[src/rtl/frame_fifo_unpacker.sv]
// frame_fifo_unpacker
// Reads 256-bit words from frame_fifo, which runs in normal (non-showahead)
// mode. Each word is split into eight 32-bit pixels, lane 0 first. The pixels
// leave on a valid/ready stream tagged with start-of-frame and end-of-line.
//
// Ports
//   clk           single clock, shared with the frame_fifo read side
//   rst_n         asynchronous active-low reset
//   fifo_q        frame_fifo read data, valid the cycle after fifo_rdreq
//   fifo_rdempty  frame_fifo read-side empty flag
//   fifo_rdreq    frame_fifo read request
//   pix_data      current pixel (lane k = bits [32k+31:32k])
//   pix_valid     pix_data valid
//   pix_ready     downstream accepts; a transfer is pix_valid && pix_ready
//   pix_sof       marks pixel (0,0) of a frame
//   pix_eol       marks the last pixel of each line
//   underflow     sticky; the stream was starved in the middle of a frame

module frame_fifo_unpacker #(
   parameter int H_PIXELS = 1920,
   parameter int V_LINES  = 1080
) (
   input  logic         clk,
   input  logic         rst_n,
   input  logic [255:0] fifo_q,
   input  logic         fifo_rdempty,
   output logic         fifo_rdreq,
   output logic [31:0]  pix_data,
   output logic         pix_valid,
   input  logic         pix_ready,
   output logic         pix_sof,
   output logic         pix_eol,
   output logic         underflow
);

   localparam int XW = (H_PIXELS > 1) ? $clog2(H_PIXELS) : 1;
   localparam int YW = (V_LINES > 1) ? $clog2(V_LINES) : 1;
   localparam logic [XW-1:0] X_LAST = XW'(H_PIXELS - 1);
   localparam logic [YW-1:0] Y_LAST = YW'(V_LINES - 1);

   logic [255:0]  nxt_word_q, nxt_word_d;
   logic [255:0]  cur_word_q, cur_word_d;
   logic          nxt_valid_q, nxt_valid_d;
   logic          req_pend_q, req_pend_d;
   logic [2:0]    lane_q, lane_d;
   logic [XW-1:0] x_q, x_d;
   logic [YW-1:0] y_q, y_d;
   logic [31:0]   pix_data_q, pix_data_d;
   logic          pix_valid_q, pix_valid_d;
   logic          pix_sof_q, pix_sof_d;
   logic          pix_eol_q, pix_eol_d;
   logic          underflow_q, underflow_d;

   logic          rdreq;
   logic          xfer;
   logic          src_avail;
   logic [255:0]  src_word;
   logic          load;
   logic [2:0]    lane_inc;

   // Handshake decode. At most one word is ever in flight or prefetched, so
   // nxt_valid and req_pend are never both set. A word landing on fifo_q this
   // cycle can therefore go straight into the current word. That bypass is
   // what gives a two-edge latency from fifo_rdreq to pix_valid. The read
   // request is gated by rst_n so it drops the moment reset is asserted.
   always_comb begin
      rdreq     = rst_n && !fifo_rdempty && !nxt_valid_q && !req_pend_q;
      xfer      = pix_valid_q && pix_ready;
      src_avail = nxt_valid_q || req_pend_q;
      src_word  = nxt_valid_q ? nxt_word_q : fifo_q;
      load      = src_avail && (!pix_valid_q || (xfer && (lane_q == 3'd7)));
      lane_inc  = lane_q + 3'd1;
   end

   // Next-state logic for the prefetch slot, the current word and lane, the
   // x/y position and the registered pixel outputs. x/y always hold the
   // coordinates of the pixel being presented, or of the next pixel expected
   // while starved. This lets the stream resume at the same position after a
   // gap.
   always_comb begin
      nxt_word_d  = nxt_word_q;
      nxt_valid_d = nxt_valid_q;
      req_pend_d  = rdreq;
      cur_word_d  = cur_word_q;
      lane_d      = lane_q;
      x_d         = x_q;
      y_d         = y_q;
      pix_data_d  = pix_data_q;
      pix_valid_d = pix_valid_q;

      if (load && nxt_valid_q) begin
         nxt_valid_d = 1'b0;
      end
      // A landing word is parked in the prefetch slot unless the bypass
      // consumed it directly.
      if (req_pend_q && !(load && !nxt_valid_q)) begin
         nxt_word_d  = fifo_q;
         nxt_valid_d = 1'b1;
      end

      if (xfer) begin
         if (x_q == X_LAST) begin
            x_d = '0;
            y_d = (y_q == Y_LAST) ? '0 : y_q + YW'(1);
         end else begin
            x_d = x_q + XW'(1);
         end
      end

      if (load) begin
         cur_word_d  = src_word;
         lane_d      = 3'd0;
         pix_data_d  = src_word[31:0];
         pix_valid_d = 1'b1;
      end else if (xfer) begin
         lane_d = lane_inc;
         if (lane_q == 3'd7) begin
            pix_valid_d = 1'b0;
         end else begin
            pix_data_d = cur_word_q[{lane_inc, 5'd0} +: 32];
         end
      end

      pix_sof_d   = pix_valid_d && (x_d == '0) && (y_d == '0);
      pix_eol_d   = pix_valid_d && (x_d == X_LAST);
      underflow_d = underflow_q ||
                    (pix_ready && !pix_valid_q && ((x_q != '0) || (y_q != '0)));
   end

   // Control and output registers. All of them clear asynchronously. Clearing
   // req_pend drops any read in flight, so its data is never presented.
   always_ff @(posedge clk or negedge rst_n) begin
      if (!rst_n) begin
         nxt_valid_q <= 1'b0;
         req_pend_q  <= 1'b0;
         lane_q      <= 3'd0;
         x_q         <= '0;
         y_q         <= '0;
         pix_data_q  <= '0;
         pix_valid_q <= 1'b0;
         pix_sof_q   <= 1'b0;
         pix_eol_q   <= 1'b0;
         underflow_q <= 1'b0;
      end else begin
         nxt_valid_q <= nxt_valid_d;
         req_pend_q  <= req_pend_d;
         lane_q      <= lane_d;
         x_q         <= x_d;
         y_q         <= y_d;
         pix_data_q  <= pix_data_d;
         pix_valid_q <= pix_valid_d;
         pix_sof_q   <= pix_sof_d;
         pix_eol_q   <= pix_eol_d;
         underflow_q <= underflow_d;
      end
   end

   // The wide word registers need no reset. Their contents are only
   // meaningful while the matching valid flag is set.
   always_ff @(posedge clk) begin
      nxt_word_q <= nxt_word_d;
      cur_word_q <= cur_word_d;
   end

   assign fifo_rdreq = rdreq;
   assign pix_data   = pix_data_q;
   assign pix_valid  = pix_valid_q;
   assign pix_sof    = pix_sof_q;
   assign pix_eol    = pix_eol_q;
   assign underflow  = underflow_q;

endmodule

[config.mk]
export PLATFORM = sky130hd
export DESIGN_NAME = frame_fifo_unpacker
export DESIGN_NICKNAME = d
export VERILOG_FILES = /design/src/rtl/frame_fifo_unpacker.sv
export SDC_FILE = /design/constraint.sdc
export NUM_CORES = 1
export LEC_CHECK = 0
export BUFFER_PORTS_ARGS = -buffer_cell sky130_fd_sc_hd__buf_4
export CAP_MARGIN = 5
export CORE_ASPECT_RATIO = 0.6
export CORE_MARGIN = 4
export CORE_UTILIZATION = 50
export CTS_CLUSTER_DIAMETER = 60
export DETAILED_ROUTE_END_ITERATION = 8
export PLACE_DENSITY = 0.77
export SYNTH_ARGS = -nofsm -noshare
export SYNTH_HDL_FRONTEND = slang
export SYNTH_SLANG_ARGS = --single-unit
[constraint.sdc]
create_clock -name clk -period 23.7 [get_ports clk]
set_clock_uncertainty 0.1 [all_clocks]
set_input_delay 1.185 -clock clk [delete_from_list [all_inputs] [get_ports clk]]
set_output_delay 1.185 -clock clk [all_outputs]
set_load 0.02 [all_outputs]
==> results.py, run 1 <==
metrics = {
    "outcome": {
        "status": "finished clean",
    },
    "layout": {
        "regArea_sq_um": 16960,
        "drive_above_1_share_pct": 45.17,
        "nFillCells": 3329,
        "fin_nets": 1839,
        "syn_to_final_growth_pct": 19.87,
        "multiInputGateArea_sq_um": 6212,
        "finalNonFillerCells": 2247,
    },
    "sta": {
        "finalCriticalPeriod_ns": 4.961,
        "max_freq_mhz": 201.6,
        "setup_viol": 0,
        "worst_pin_slew_ns": 1.160,
        "finalHoldViolations": 0,
        "final.setup.tns_ns": 0,
        "fin_worst_hold_slack_ns": 0.3778,
        "relSlewSlack_pct": 22.67,
        "fin_crit_sh_pct": 20.93,
        "rsz0062_at_grt": "no",
        "drv_slew": 0,
    },
    "clock_tree": {
        "cts_tree": "built",
        "cts_resized": 0,
        "root_buffer": "clkbuf_16",
        "clk_latency_ns": 0.58,
        "clkTransAtPathRegs_ns": 0.07,
        "cts_buffers": 54,
        "cts_hold_buf": 0,
        "cts_sinks": 575,
        "htreeDepth": 2,
        "cts_setup_buffers": 0,
        "clk_path_buf_depth": 3,
    },
    "global_routing": {
        "grt_max_degree": 87,
        "antenna_found_initial": 1,
        "grt_pass1_vias": 13020,
        "track_usage_pct": 19.53,
        "grt_first_pass_wirelength_mm": 76.76,
        "grt_overflow": 0,
    },
    "setup_path": {
        "startpoint_type": "flip-flop",
        "required_ns": 24.01,
        "cp_slowest_cell": "buf_4",
        "crit_chain": "ha_4, ha_2, a21boi_0, nor2_4, buf_4, buf_4, buf_4, nor2_1, a21oi_1, o21ai_0",
        "critPathTopFamily": "buffers and inverters",
        "critPathCaptureType": "flip-flop",
        "crit_top_cell": "buf_4",
        "crit_arrival_ns": 5.27,
        "cp_slowest_stage_delay_ns": 0.97,
        "ff2ff_setup_slack_ns": 18.74,
        "critical_path.max_fanout": 86,
        "critPathKind": "reg -> reg",
        "cp_num_buf_inv": 3,
    },
    "yosys": {
        "synth.most_common_cell": "edfxtp_1",
        "synthMuxAreaShare_pct": 19.96,
        "ys.warnings.count": 0,
        "synthFlopType": "edfxtp_1",
        "synth_fa_ha_area_share_pct": 0.3633,
        "synth_simple_gate_area_share_pct": 3.424,
        "ys_seq_area_share_pct": 72.38,
        "synth_top_family_by_area": "multiplexers",
        "synth_area_per_cell_sq_um": 18.43,
        "synthTopCellsByCount": "edfxtp_1 (512), mux2_2 (257), mux4_2 (64)",
        "synth_compound_area_share_pct": 2.372,
        "netlist-cell-type-count": 56,
        "synth_edf_count": 512,
        "async_reset_ff_share_pct": 10.96,
        "ys_ff_latch": 575,
        "synth_nets": 1537,
        "synth_top_area_share_pct": 65.64,
        "syn_inst": 1271,
        "synth_top_cell_by_area": "edfxtp_1",
        "synth_xor_area_share_pct": 0.2244,
        "synth_area_leaders": "edfxtp_1 (66%), mux2_2 (12%), dfrtp_1 (6.7%)",
        "syn_area_sq_um": 23420,
    },
    "routing": {
        "wirelength_mm": 49.90,
        "vias": 12470,
        "drtPass1Iterations": 5,
        "avgViaCountPerCell": 5.550,
        "drc": 0,
        "postRouteAntennaNets": 0,
        "first_iter_violations": 1148,
        "wl_per_cell_um": 22.21,
    },
    "power_and_ir_drop": {
        "fin_total_pwr_mw": 3.037,
        "cellPowerDensity_nw_per_um2": 108.2,
        "p_leak_nw": 10.02,
        "max-vdd-ir-drop_mv": 0.07210,
    },
    "placed_design": {
        "dpl.hpwl_mm": 31.88,
        "portBuffers": 296,
        "gp_congestion": 0.8558,
        "dpl.cell_count": 2147,
    },
    "die": {
        "dieArea_sq_um": 50480,
        "fp.dieW_um": 287.4,
        "core_area_sq_um": 46330,
        "rows": 61,
        "initial_core_util_pct": 50.56,
        "die_h_um": 175.6,
        "ios": 297,
    },
    "min_path": {
        "hold_path.class": "reg -> reg",
    },
    "job": {
        "drv_cap": 0,
    },
}
==> through the flow <==
stage          setup slack (ns)  area (sq um)  util (%)
2_1_floorplan             13.84         23420         -
3_3_place_gp              18.77         26320     56.80
3_5_place_dp              18.57         26320     56.80
4_1_cts                   18.64         28070     60.59
5_1_grt                   18.25         28070     60.59
6_report                  18.74         28070     60.60
==> state kept, by name, summed over array words and instances, names as in the netlist <==
name         count
x_q             11
pix_eol          1
req_pend_q       1
underflow        1
nxt_word_q     256
pix_sof          1
cur_word_q     256
nxt_valid_q      1
y_q             11
lane_q           3
pix_data        32
pix_valid        1
==> worst paths after layout <==
path / start / endpoint / cells after the start
min in group asynchronous: rst_n / pix_data[13] / 1
max in group asynchronous: rst_n / nxt_valid_q / 2
worst max-delay path: lane_q[0] / pix_data[10] / 10
worst max register to register: lane_q[0] / pix_data[10] / 10
worst min-delay path: pix_data[28] / pix_data[28] / 2
worst min register to register: pix_data[28] / pix_data[28] / 2
==> worst min-delay path, delay by kind of cell (launching register included) <==
family / cells / cell delay (ns)
compound gates: 1 / 0.06
simple gates: 1 / 0.04
flops: 1 / 0.34
==> power by group <==
part           total, mW  internal [mW]  switching, mW
registers           1.35           1.28         0.0733
logic              0.831          0.402          0.429
clock network      0.858          0.488          0.370
total               3.04           2.17          0.872
==> cell families after synthesis <==
family | count (synthesis)
compound gates | 99
xor+xnor | 6
fa+ha+maj | 7
buf+inv | 72
flops | 575
mux | 355
simple gates | 157
==> placed cells by master, fill, tap and decap left out, drive strengths merged, types with 2 or more instances in the layout <==
| cell type | count |
|---|---|
| xnor2 | 3 |
| mux2i | 34 |
| a211o | 2 |
| or4 | 8 |
| clkinv | 14 |
| inv | 13 |
| mux4 | 64 |
| nand4b | 2 |
| nand4 | 3 |
| xor2 | 3 |
| nor4 | 7 |
| o21ai | 44 |
| o211ai | 2 |
| and3 | 3 |
| nor2 | 46 |
| nand2 | 53 |
| a22o | 2 |
| nor4b | 2 |
| a31oi | 2 |
| or3 | 3 |
| o31ai | 5 |
| nand2b | 3 |
| nand3 | 15 |
| edfxtp | 512 |
| buf | 310 |
| mux2 | 257 |
| clkbuf | 75 |
| bufinv | 4 |
| a21oi | 34 |
| ha | 6 |
| nor3 | 6 |
| dfrtp | 63 |
==> metal layers <==
layer,routed length [um],track usage [%]
met5,0,0
met4,762,3.473
met3,3360,4.527
met2,23110,30.08
met1,22670,29.16
==> cell type report <==
class,count,share of cell area [%]
Sequential cell,575,60.41
Clock inverter,24,0.9092
Timing Repair Buffer,310,8.290
Inverter,8,0.1070
Tap cell,630,2.808
Clock buffer,75,5.344
Antenna cell,1,0.008913
Multi-Input combinational cell,624,22.13
Power figures use the tool's default switching activity.
==> inputs of run 2 (changes only) <==
==> constraint.sdc (replaced) <==
create_clock -name clk -period 4.6 [get_ports clk]
set_clock_uncertainty 0.1 [all_clocks]
set_input_delay 0.23 -clock clk [delete_from_list [all_inputs] [get_ports clk]]
set_output_delay 0.23 -clock clk [all_outputs]
set_load 0.02 [all_outputs]
==> results.py, run 2 (synthesis gave the netlist of run 1 again) <==
metrics = {
    "power_and_ir_drop": {
        "pwr-share-comb_pct": 28.1,
        "switching_share_pct": 28.65,
        "p_leak_nw": 11.11,
        "cellPowerDensity_nw_per_um2": 516.6,
        "switchingPower_mw": 4.552,
        "p_int_mw": 11.33,
        "p_clk_share_pct": 27.7,
        "pwr-share-seq_pct": 44.1,
        "max-vdd-ir-drop_mv": 0.4136,
    },
    "die": {
        "die_h_um": 175.6,
        "rows": 61,
        "fp.dieW_um": 287.4,
        "initial_core_util_pct": 50.56,
        "ios": 297,
        "dieArea_sq_um": 50480,
        "core_area_sq_um": 46330,
    },
    "layout": {
        "drive_above_1_share_pct": 38.88,
        "final_common_cell": "edfxtp_1",
        "nFillCells": 2999,
        "multiInputGateArea_sq_um": 6222,
        "fin_nets": 2099,
        "final_cell_mix": "edfxtp_1 (512), buf_4 (305), dlygate4sd3_1 (259)",
        "regArea_sq_um": 16960,
        "design_area_sq_um": 30750,
        "syn_to_final_growth_pct": 31.29,
    },
    "clock_tree": {
        "root_buffer": "clkbuf_16",
        "cts_tree": "built",
        "htreeDepth": 2,
        "clk_path_buf_depth": 3,
        "cts_buffers": 53,
        "cts_sinks": 575,
        "clk_latency_ns": 0.57,
        "clkTransAtPathRegs_ns": 0.07,
    },
    "sta": {
        "fin_crit_sh_pct": 70.63,
        "final.setup.tns_ns": 0,
        "rsz0062_at_grt": "no",
        "worst_pin_slew_ns": 1.136,
        "finalCriticalPeriod_ns": 3.249,
        "finalHoldViolations": 0,
        "fin_worst_hold_slack_ns": 0.08710,
        "drv_slew": 0,
        "relSlewSlack_pct": 24.27,
        "setup_viol": 0,
        "max_freq_mhz": 307.8,
    },
    "setup_path": {
        "critPathCaptureType": "flip-flop",
        "critical_path.max_fanout": 14,
        "crit_arrival_ns": 3.62,
        "critPathKind": "reg -> reg",
        "startpoint_type": "flip-flop",
        "required_ns": 4.97,
    },
    "routing": {
        "vias": 13600,
        "wl_per_cell_um": 21.79,
        "wirelength_mm": 54.63,
        "drc": 0,
        "postRouteAntennaNets": 0,
        "first_iter_violations": 1252,
        "avgViaCountPerCell": 5.423,
        "drtPass1Iterations": 5,
    },
    "job": {
        "drv_cap": 0,
    },
    "global_routing": {
        "grt_max_degree": 126,
        "grt_overflow": 0,
        "grt_pass1_vias": 14510,
        "antenna_found_initial": 3,
        "track_usage_pct": 21.57,
        "grt_first_pass_wirelength_mm": 84.83,
    },
    "min_path": {
        "hold_path.class": "in -> async",
    },
    "placed_design": {
        "placed_area_sq_um": 26430,
        "portBuffers": 296,
        "gp_congestion": 0.8965,
        "dpl.hpwl_mm": 32.33,
    },
    "outcome": {
        "status": "finished clean",
    },
}
-- run 2: cell count changes in the layout (fill, tap and decap cells not counted), sizes merged --
cell / previous run / this run
dlygate4sd3: 0 / 259
inv: 13 / 9
buf: 310 / 312
clkbuf: 75 / 73
clkinvlp: 1 / 3
bufinv: 4 / 5
clkinv: 14 / 15
diode: 1 / 2
-- run 2: metrics by stage --
stage / total power, mW / worst slack (ns) / utilization (%) / cells
finish: 15.89 / 1.351 / 66.37 / 2507
floorplan: 9.963 / 0.7871 / - / 1271
detailed placement: 11.41 / 1.395 / 57.05 / 2149
CTS: 16.01 / 1.377 / 66.36 / 2505
global placement: 11.31 / 1.479 / 57.05 / 2149
global route: 16.66 / 1.160 / 66.37 / 2507
-- run 2: power by group through the flow --
stage                     sequential [mW]  combinational, mW  clock, mW
after CTS                            7.01               4.51       4.50
after global routing                 7.07               4.84       4.75
after floorplan                      7.04               2.92          0
after global placement               7.08               4.23          0
final                                7.01               4.47       4.40
after detailed placement             7.11               4.30          0
-- run 2: area by class of cell --
| cell class | instances | share of cell area [%] |
|---|---|---|
| well taps | 630 | 2.563 |
| inverters | 8 | 0.09766 |
| multi-input cells | 624 | 20.24 |
| flip-flops and latches | 575 | 55.15 |
| clock buffers | 73 | 4.785 |
| clock inverters | 24 | 0.8179 |
| repair buffers | 571 | 16.33 |
| diodes | 2 | 0.01628 |
-- run 2: worst max-delay path: stages (launching register included) --
cell and delay (ns):
dfrtp_1 0.40, ha_1 0.28, nand4_4 0.22, nor4_4 0.74, a21oi_1 0.18, or4_1 0.49, or4b_1 0.50, nor4_2 0.24
-- run 2: final timing paths --
| path | start | endpoint | slack [ns] | cells past startpoint |
|---|---|---|---|---|
| hold / removal | rst_n | y_q[0] | 0.09 | 2 |
| max in group asynchronous | rst_n | pix_data[16] | 3.36 | 3 |
| setup reg to reg | x_q[1] | pix_sof | 1.35 | 7 |
| setup / recovery | x_q[1] | pix_sof | 1.35 | 7 |
| hold reg to reg | pix_data[13] | pix_data[13] | 0.38 | 2 |
| min in group clk | fifo_q[115] | nxt_word_q[115] | 0.29 | 2 |
-- run 2: per-layer routing --
layer  GRT usage (%)  vias to the layer above  wire length, um
li1                -                     6166                -
met1           31.15                     6886            24130
met2           34.60                      465            26030
met3           4.410                       76             3523
met4           4.279                        2              933
met5               0                        -               13
-- run 2: what timing repair did --
| action | CTS | global route |
|---|---|---|
| buffers inserted | 0 | 0 |
| hold buffers | 259 | 0 |
| resized for setup | 0 | 0 |
| endpoints found under the hold margin | 547 | 0 |
==> inputs of run 3 (changes only) <==
==> constraint.sdc (replaced) <==
create_clock -name clk -period 3 [get_ports clk]
set_clock_uncertainty 0.1 [all_clocks]
set_input_delay 0.15 -clock clk [delete_from_list [all_inputs] [get_ports clk]]
set_output_delay 0.15 -clock clk [all_outputs]
set_load 0.02 [all_outputs]
==> results.py, run 3 (synthesis gave the netlist of run 1 again) <==
metrics = {
    "die": {
        "die_h_um": 175.6,
        "initial_core_util_pct": 50.56,
        "core_area_sq_um": 46330,
        "rows": 61,
        "dieArea_sq_um": 50480,
        "ios": 297,
        "fp.dieW_um": 287.4,
    },
    "routing": {
        "drtPass1Iterations": 7,
        "postRouteAntennaNets": 0,
        "vias": 13840,
        "wirelength_mm": 56.18,
        "avgViaCountPerCell": 5.483,
        "first_iter_violations": 1228,
        "drc": 0,
        "wl_per_cell_um": 22.25,
    },
    "layout": {
        "finalNonFillerCells": 2525,
        "syn_to_final_growth_pct": 32.79,
        "final_common_cell": "edfxtp_1",
        "drive_above_1_share_pct": 39.30,
        "final_cell_mix": "edfxtp_1 (512), buf_4 (309), dlygate4sd3_1 (260)",
        "fin_nets": 2111,
    },
    "setup_path": {
        "critPathCaptureType": "flip-flop",
        "r2r_cells": 7,
        "cp_num_buf_inv": 0,
        "cp.depth": 7,
        "cp_slowest_cell": "or4_4",
        "critPathTopFamily": "simple AND/OR/NAND/NOR gates",
        "rr_startpoint": "x_q[0]",
        "r2r_end": "pix_sof",
        "crit_arrival_ns": 3.25,
        "cp_slowest_stage_delay_ns": 0.65,
        "crit_chain": "ha_1, nand4_4, or4_4, o31a_1, a211o_1, or4_1, nor4_2",
        "critPathKind": "reg -> reg",
        "ff2ff_setup_slack_ns": 0.12,
        "required_ns": 3.37,
        "critical_path.max_fanout": 10,
        "startpoint_type": "flip-flop",
    },
    "clock_tree": {
        "htreeDepth": 2,
        "clk_path_buf_depth": 3,
        "clkTransAtPathRegs_ns": 0.07,
        "cts_tree": "built",
        "clk_latency_ns": 0.57,
        "cts_resized": 0,
        "cts_sinks": 575,
        "cts_buffers": 51,
        "root_buffer": "clkbuf_16",
    },
    "min_path": {
        "hp-start": "fifo_q[162]",
        "hold_end": "nxt_word_q[162]",
        "holdPathStages": 2,
        "hold_path.class": "in -> reg",
    },
    "outcome": {
        "status": "finished clean",
    },
    "placed_design": {
        "dpl.hpwl_mm": 32.64,
        "dpl.cell_count": 2162,
        "gp_congestion": 0.7895,
        "portBuffers": 296,
    },
    "global_routing": {
        "grt_first_pass_wirelength_mm": 85.82,
        "antenna_found_initial": 6,
        "track_usage_pct": 22.00,
        "grt_pass1_vias": 14760,
        "grt_overflow": 0,
        "grt_max_degree": 115,
    },
    "sta": {
        "max_freq_mhz": 346.9,
        "final.setup.tns_ns": 0,
        "fin_worst_hold_slack_ns": 0.1979,
        "worst_pin_slew_ns": 0.8119,
        "finalCriticalPeriod_ns": 2.883,
        "relSlewSlack_pct": 45.70,
        "finalHoldViolations": 0,
        "rsz0062_at_grt": "no",
        "fin_crit_sh_pct": 96.09,
        "setup_viol": 0,
        "drv_slew": 0,
    },
    "job": {
        "drv_cap": 0,
    },
    "power_and_ir_drop": {
        "pwr-share-seq_pct": 41.9,
        "pwr-share-comb_pct": 29.4,
        "p_clk_share_pct": 28.7,
        "p_int_mw": 17.89,
        "max-vdd-ir-drop_mv": 0.6462,
        "cellPowerDensity_nw_per_um2": 805.1,
        "switchingPower_mw": 7.144,
        "switching_share_pct": 28.53,
        "p_leak_nw": 11.27,
    },
}
[run 3: cell type report]
| cell class | instances | area (sq um) |
|---|---|---|
| Tap cell | 630 | 788.3 |
| Inverter | 8 | 30.03 |
| Clock inverter | 31 | 450.4 |
| Fill cell | 2921 | 15230 |
| Timing Repair Buffer | 585 | 5243 |
| Multi-Input combinational cell | 624 | 6233 |
| Antenna cell | 7 | 17.52 |
| Clock buffer | 65 | 1380 |
| Sequential cell | 575 | 16960 |
[run 3: stage by stage]
stage | area (sq um) | util (%) | power [mW] | setup slack (ns)
after floorplan | 23470 | - | 15.29 | -0.3055
after global placement | 26650 | 57.53 | 17.51 | 0.2217
after detailed placement | 26650 | 57.53 | 17.68 | 0.1758
after CTS | 31080 | 67.09 | 25.12 | 0.1536
after global routing | 31100 | 67.13 | 26.15 | 0.006029
final | 31100 | 67.13 | 25.04 | 0.1173
[run 3: worst max path at each step]
stage	from	end	slack, ns
2_1_floorplan	lane_q[1]	nxt_word_q[0]	-0.31
3_3_place_gp	x_q[0]	pix_sof	0.22
3_5_place_dp	x_q[0]	pix_sof	0.18
4_1_cts	x_q[0]	pix_sof	0.15
5_1_grt	x_q[0]	pix_sof	0.006
6_report	x_q[0]	pix_sof	0.12
[run 3: power by group through the flow]
stage          Clock (mW)  Sequential, mW  Combinational (mW)
3_5_place_dp            0            10.6                7.04
3_3_place_gp            0            10.6                6.91
4_1_cts              7.27            10.5                7.36
2_1_floorplan           0            10.8                4.50
6_report             7.18            10.5                7.37
5_1_grt              7.67            10.6                7.92
[run 3: timing repair]
action	CTS	global route
endpoints found under the hold margin	612	0
hold buffers	260	0
buffers inserted	0	0
[run 3: routing by layer]
layer | vias to the layer above | GRT usage, % | wire length (um)
met1 | 7097 | 30.26 | 24040
li1 | 6203 | - | -
met5 | - | 0 | 0
met3 | 96 | 4.125 | 2993
met4 | 0 | 5.581 | 1198
met2 | 448 | 36.72 | 27950
